===== config.mk =====
export PLATFORM = sky130hd
export DESIGN_NAME = instr_fetch_unit_flat
export DESIGN_NICKNAME = d
export VERILOG_FILES = /design/src/rtl/instr_fetch_unit_if.sv /design/src/rtl/instr_fetch_unit.sv /design/src/flat_wrapper.sv
export SDC_FILE = /design/constraint.sdc
export NUM_CORES = 1
export LEC_CHECK = 0
export ABC_AREA = 1
export CELL_PAD_IN_SITES_DETAIL_PLACEMENT = 1
export CELL_PAD_IN_SITES_GLOBAL_PLACEMENT = 1
export CORE_UTILIZATION = 28
export DETAILED_ROUTE_END_ITERATION = 12
export PLACE_DENSITY_LB_ADDON = 0.1
export SLEW_MARGIN = 20
export SYNTH_ARGS = -nofsm -noshare
export SYNTH_HDL_FRONTEND = slang
export SYNTH_SLANG_ARGS = --single-unit

===== constraint.sdc =====
create_clock -name clk -period 2.39 [get_ports clk]
set_clock_uncertainty 0.2 [all_clocks]
set_input_delay 0.239 -clock clk [delete_from_list [all_inputs] [get_ports clk]]
set_output_delay 0.239 -clock clk [all_outputs]
set_load 0.005 [all_outputs]

===== src/rtl/instr_fetch_unit_if.sv =====
// Fetch-unit bus: instruction-memory handshake plus the decoder/core-facing
// fields. The fetch unit uses the master side; memory/core use the slave side.
interface instr_fetch_unit_if;
    logic        imem_req;
    logic [31:0] imem_addr;
    logic        imem_ack;
    logic [31:0] imem_rdata;

    logic        instr_valid;
    logic        instr_ready;
    logic [31:0] instr;
    logic [4:0]  op_code;
    logic [3:0]  sub_op_code;
    logic [31:0] pc;
    logic [31:0] pc_plus4;

    logic [1:0]  pc_control;
    logic        branch_taken;
    logic [31:0] target_addr;

    logic        misalign_fault;
    logic        illegal_fault;
    logic        halted;

    modport master (
        output imem_req, imem_addr, instr_valid, instr, op_code, sub_op_code,
               pc, pc_plus4, misalign_fault, illegal_fault, halted,
        input  imem_ack, imem_rdata, instr_ready, pc_control, branch_taken, target_addr
    );

    modport slave (
        input  imem_req, imem_addr, instr_valid, instr, op_code, sub_op_code,
               pc, pc_plus4, misalign_fault, illegal_fault, halted,
        output imem_ack, imem_rdata, instr_ready, pc_control, branch_taken, target_addr
    );
endinterface


===== src/rtl/instr_fetch_unit.sv =====
// Fetch stage: owns the PC, runs the imem req/ack handshake, holds the current
// instruction for the decoder and picks the next PC from the core's pc_control.
module instr_fetch_unit #(
    parameter logic [31:0] RESET_PC  = 32'h0000_0000,
    parameter logic [31:0] NOP_INSTR = 32'h0000_0013
) (
    input  logic                clk,
    input  logic                rst_n,
    instr_fetch_unit_if.master  bus
);

    typedef enum logic [1:0] {START, FETCH, ISSUE, HALT} state_t;

    state_t      state, state_nxt;
    logic [31:0] pc_q, pc_nxt;
    logic [31:0] instr_q, instr_nxt;
    logic        req_q, req_nxt;
    logic        valid_q, valid_nxt;
    logic        halted_q, halted_nxt;
    logic        mis_q, mis_nxt;
    logic        ill_q, ill_nxt;

    logic [31:0] seq_pc, tgt_pc, next_pc;
    logic        redirect, stop;

    assign seq_pc = pc_q + 32'd4;
    // JALR semantics: bit 0 of the target is always cleared.
    assign tgt_pc = bus.target_addr & ~32'd1;

    always_comb begin
        redirect = 1'b0;
        stop     = 1'b0;
        case (bus.pc_control)
            2'b01:   redirect = 1'b0;
            2'b10:   redirect = 1'b1;
            2'b11:   redirect = bus.branch_taken;
            default: stop     = 1'b1;
        endcase
        next_pc = redirect ? tgt_pc : seq_pc;
    end

    always_ff @(posedge clk or negedge rst_n) begin
        if (!rst_n) begin
            state    <= START;
            pc_q     <= RESET_PC;
            instr_q  <= NOP_INSTR;
            req_q    <= 1'b0;
            valid_q  <= 1'b0;
            halted_q <= 1'b0;
            mis_q    <= 1'b0;
            ill_q    <= 1'b0;
        end else begin
            state    <= state_nxt;
            pc_q     <= pc_nxt;
            instr_q  <= instr_nxt;
            req_q    <= req_nxt;
            valid_q  <= valid_nxt;
            halted_q <= halted_nxt;
            mis_q    <= mis_nxt;
            ill_q    <= ill_nxt;
        end
    end

    always_comb begin
        state_nxt  = state;
        pc_nxt     = pc_q;
        instr_nxt  = instr_q;
        req_nxt    = req_q;
        valid_nxt  = valid_q;
        halted_nxt = halted_q;
        mis_nxt    = mis_q;
        ill_nxt    = ill_q;

        case (state)
            START: begin
                state_nxt = FETCH;
                req_nxt   = 1'b1;
            end

            FETCH: begin
                if (bus.imem_ack) begin
                    req_nxt = 1'b0;
                    if (bus.imem_rdata[1:0] != 2'b11) begin
                        ill_nxt    = 1'b1;
                        instr_nxt  = NOP_INSTR;
                        halted_nxt = 1'b1;
                        state_nxt  = HALT;
                    end else begin
                        instr_nxt = bus.imem_rdata;
                        valid_nxt = 1'b1;
                        state_nxt = ISSUE;
                    end
                end
            end

            ISSUE: begin
                if (bus.instr_ready) begin
                    // A stop or a misaligned redirect both freeze pc on the
                    // offending instruction so it can be inspected after halt.
                    if (stop || (redirect && next_pc[1])) begin
                        mis_nxt    = mis_q | (redirect && next_pc[1]);
                        valid_nxt  = 1'b0;
                        halted_nxt = 1'b1;
                        state_nxt  = HALT;
                    end else begin
                        pc_nxt    = next_pc;
                        valid_nxt = 1'b0;
                        req_nxt   = 1'b1;
                        state_nxt = FETCH;
                    end
                end
            end

            HALT: begin
                req_nxt    = 1'b0;
                valid_nxt  = 1'b0;
                halted_nxt = 1'b1;
            end

            default: state_nxt = START;
        endcase
    end

    assign bus.imem_req       = req_q;
    assign bus.imem_addr      = pc_q;
    assign bus.instr_valid    = valid_q;
    assign bus.instr          = instr_q;
    assign bus.op_code        = instr_q[6:2];
    assign bus.sub_op_code    = {instr_q[30], instr_q[14:12]};
    assign bus.pc             = pc_q;
    assign bus.pc_plus4       = seq_pc;
    assign bus.misalign_fault = mis_q;
    assign bus.illegal_fault  = ill_q;
    assign bus.halted         = halted_q;

endmodule

===== src/flat_wrapper.sv =====
// flat-port wrapper written by rule: the top's interface ports become plain ports
module instr_fetch_unit_flat 
#(
    parameter logic [31:0] RESET_PC  = 32'h0000_0000,
    parameter logic [31:0] NOP_INSTR = 32'h0000_0013
)
  (clk, rst_n, bus_imem_req, bus_imem_addr, bus_instr_valid, bus_instr, bus_op_code, bus_sub_op_code, bus_pc, bus_pc_plus4, bus_misalign_fault, bus_illegal_fault, bus_halted, bus_imem_ack, bus_imem_rdata, bus_instr_ready, bus_pc_control, bus_branch_taken, bus_target_addr);
  instr_fetch_unit_if bus_i ();
  input  logic clk;
  input  logic rst_n;
  output wire logic [$bits(bus_i.imem_req)-1:0] bus_imem_req;
  output wire logic [$bits(bus_i.imem_addr)-1:0] bus_imem_addr;
  output wire logic [$bits(bus_i.instr_valid)-1:0] bus_instr_valid;
  output wire logic [$bits(bus_i.instr)-1:0] bus_instr;
  output wire logic [$bits(bus_i.op_code)-1:0] bus_op_code;
  output wire logic [$bits(bus_i.sub_op_code)-1:0] bus_sub_op_code;
  output wire logic [$bits(bus_i.pc)-1:0] bus_pc;
  output wire logic [$bits(bus_i.pc_plus4)-1:0] bus_pc_plus4;
  output wire logic [$bits(bus_i.misalign_fault)-1:0] bus_misalign_fault;
  output wire logic [$bits(bus_i.illegal_fault)-1:0] bus_illegal_fault;
  output wire logic [$bits(bus_i.halted)-1:0] bus_halted;
  input wire logic [$bits(bus_i.imem_ack)-1:0] bus_imem_ack;
  input wire logic [$bits(bus_i.imem_rdata)-1:0] bus_imem_rdata;
  input wire logic [$bits(bus_i.instr_ready)-1:0] bus_instr_ready;
  input wire logic [$bits(bus_i.pc_control)-1:0] bus_pc_control;
  input wire logic [$bits(bus_i.branch_taken)-1:0] bus_branch_taken;
  input wire logic [$bits(bus_i.target_addr)-1:0] bus_target_addr;
  assign bus_imem_req = bus_i.imem_req;
  assign bus_imem_addr = bus_i.imem_addr;
  assign bus_instr_valid = bus_i.instr_valid;
  assign bus_instr = bus_i.instr;
  assign bus_op_code = bus_i.op_code;
  assign bus_sub_op_code = bus_i.sub_op_code;
  assign bus_pc = bus_i.pc;
  assign bus_pc_plus4 = bus_i.pc_plus4;
  assign bus_misalign_fault = bus_i.misalign_fault;
  assign bus_illegal_fault = bus_i.illegal_fault;
  assign bus_halted = bus_i.halted;
  assign bus_i.imem_ack = bus_imem_ack;
  assign bus_i.imem_rdata = bus_imem_rdata;
  assign bus_i.instr_ready = bus_instr_ready;
  assign bus_i.pc_control = bus_pc_control;
  assign bus_i.branch_taken = bus_branch_taken;
  assign bus_i.target_addr = bus_target_addr;
  instr_fetch_unit #(.RESET_PC(RESET_PC), .NOP_INSTR(NOP_INSTR)) u_core (.clk(clk), .rst_n(rst_n), .bus(bus_i));
endmodule

==> metrics <==
status=finished with violations; violated checks=negative setup slack; Req. time, crit path=~2.4 ns; Sw Ratio=35.8%; first-pass GRT wire length=25.1 mm; max_cap viols=0; final slew viol count=0; vias in the first global route=a little under 5000; Seq/Total Area, Yosys=about two fifths; synth-to-layout area growth=72.0%; clock power share=between 15 and 20%; Leakage=between 3 and 4 nW; Synth area leader=dfrtp_1; power density over the cells=roughly 1100 nW/um^2; Synth area leaders=dfrtp_1 39%, nand2_1 16%, buf_4 8.3%, a22o_1 5.8%, inv_1 3.8%; DR vias/cell=4.71; internal power=around 5.4 mW; sequential cell fraction of total power=a little over a quarter; Worst setup EP type=flip-flop; DR iter-0 viols=150; Comb pwr share=56.9%; share of cells above drive strength 1=between 20% and 30%; Mapped Area=4350 sq um; Inserted Clock Buffers=9; Setup CP Type=flip-flop to flip-flop; top cell type's share of synthesized area=38.5%; core footprint=15200 sq um; Die Span X=about 130 um; final setup vio count=4; HPWL after DPL=11.6 mm; gr usage total=~20%; Reg2Reg Launch Point=u_core.bus.imem_addr[2]$_DFFE_PN0P_; type of origin of the critical path=flip-flop; launch point of the worst path=u_core.bus.imem_addr[2]$_DFFE_PN0P_; Final WS setup=-0.0947 ns; Worst-Margin Slew=0.565 ns; most instantiated cells after synthesis=183 x nand2_1, 67 x dfrtp_1, 48 x buf_4; crit path max fanout=4; Switch Pwr=slightly above 3 mW; Diodes inserted=0; fin crit share=104%; Synth Flop Type=dfrtp_1; chip height=roughly 130 um; final hold violation count=0; synthesized flop and latch total=70; Ports=approximately 210; Site Rows=45; FMAX=around 400 MHz; antenna-violating nets left=0; Clock Latency Late Sink=0.34 ns; relative slew slack=62.3%; Syn. warnings=0; WL/cell=roughly 17 um; CTS H-tree lvls=3; min Tclk post-route=2.48 ns; Netlist cell types=37; maximum clock insertion buffer count=2; worst hold slack=roughly 0.22 ns; GP Congestion=~0.80; die footprint=approximately 16000 sq um; antenna violations before repair=0; Hold Crit Class=input pin to async pin; initial core utilization=28.6%; Worst-path clk slew=roughly 0.060 ns; total wire length=16.4 mm; Worst Reg-to-Reg Cells=16; setup repair after global routing missed its margin=true; # clock sinks=70; async set-reset flop share out of synthesis=between 90% and 100%; TritonCTS clock tree=built; pin count of the biggest net entering global routing=41; Avg Inst Size Synth=approximately 8 sq um; most common cell in the synthesized netlist=nand2_1; Power Total=between 8 and 9 mW; nets@finish=~870; VDD IR max=376 uV; Root Buffer=clkbuf_16; reg2reg end=u_core.bus.imem_addr[18]$_DFFE_PN0P_; DR pass1 iterations=4; Post-Synthesis Cells=approximately 550; DR vias=roughly 4700; number of synthesized flops with an enable pin=0; reg-to-reg slack, setup=-0.09 ns; Worst Path Arrival=between 2 and 3 ns; Port Buf Inserts=208; DR DRC count=0; GRT Residual Overflow=0
[worst max-delay path, stage by stage (launching register included)]
cell,delay [ns]
dfrtp_2,0.44
ha_4,0.19
nand2_4,0.09
nor2_4,0.04
nand2_4,0.09
o21bai_2,0.08
buf_4,0.14
buf_4,0.12
buf_4,0.12
buf_4,0.12
buf_4,0.13
buf_4,0.12
buf_4,0.12
buf_4,0.12
buf_4,0.12
nand3_1,0.07
nand3_1,0.07
[layer usage]
layer / share of wire [%] / GRT usage, % / up-vias
met1: 42 / 23.0 / 2277
met2: 50 / 36.3 / 158
met5: 0 / 0 / -
met3: 6.6 / 5.82 / 21
li1: - / - / 2205
met4: 1.5 / 5.88 / 0
[final cells by class]
class / count / area, sq um
Timing Repair Buffer: 288 / 2710
Clock inverter: 6 / 70.1
Sequential cell: 70 / 1770
Multi-Input combinational cell: 383 / 2300
Fill cell: 1784 / 7720
Tap cell: 188 / 235
Clock buffer: 10 / 229
Inverter: 45 / 169
[power groups by stage]
stage          clock, mW  sequential [mW]  combinational (mW)
5_1_grt             1.47             2.32                5.21
6_report            1.39             2.24                4.78
2_1_floorplan          0             2.22                1.77
3_5_place_dp           0             2.19                4.34
4_1_cts             1.42             2.19                4.53
3_3_place_gp           0             2.17                4.27
[placed cells by master (no fill, tap or decap), types with 11 or more instances in the layout]
cell / count
clkdlybuf4s50_1: 183
nand2_1: 167
dlymetal6s2s_1: 12
buf_4: 75
nor2_1: 18
a22o_1: 29
nor2_4: 22
nand3_1: 29
a21oi_1: 11
dfrtp_2: 11
nand2_2: 19
dfrtp_1: 56
nor2_2: 14
inv_1: 41
[cells by family after synthesis]
group	count (synthesis)	synth area share [%]
AOI/OAI and AO/OA	58	9.61
xor gates and xnor gates	9	1.98
DFF	70	40.4
and+or+nand+nor	305	32.2
muxes	2	0.518
adders and majority gates	6	1.73
buffers and inverters	103	13.5
other	1	0.0862
[what timing repair did]
item / CTS / global route
setup buffers: 22 / 29
hold buffers: 1 / 0
resized for setup: 46 / 76
setup endpoints to repair: 26 / 21
hold endpoints to repair: 35 / 0
gates cloned: 0 / 0
pin swaps: 16 / 15
[state kept, by name, summed over array words and instances (netlist names)]
signal                     cells
u_core.bus.instr_valid         1
u_core.bus.illegal_fault       1
u_core.bus.imem_addr          31
u_core.state                   2
u_core.bus.imem_req            1
u_core.bus.halted              1
u_core.bus.instr              32
u_core.bus.misalign_fault      1
[metrics by stage]
| step | utilization, % | worst slack (ns) | instance area (sq um) | cells | TNS [ns] |
|---|---|---|---|---|---|
| 2_1_floorplan | - | 0.647 | 4360 | 556 | 0 |
| 3_3_place_gp | 42.6 | 0.0727 | 6480 | 922 | 0 |
| 3_5_place_dp | 42.6 | -0.000460 | 6480 | 922 | -0.000460 |
| 4_1_cts | 46.4 | -0.188 | 7060 | 961 | -2.05 |
| 5_1_grt | 49.2 | -0.198 | 7480 | 990 | -0.994 |
| 6_report | 49.2 | -0.0947 | 7480 | 990 | -0.298 |
[worst max-delay path by stage]
stage,end,slack (ns),cells past startpoint
CTS,bus_pc_plus4[26],-0.19,8
global route,u_core.bus.imem_addr[18]$_DFFE_PN0P_,-0.20,16
floorplan,bus_pc_plus4[22],0.65,7
detailed placement,bus_pc_plus4[22],-0.0005,9
global placement,bus_pc_plus4[22],0.07,9
finish,u_core.bus.imem_addr[18]$_DFFE_PN0P_,-0.09,16
Power figures use the tool's default switching activity.
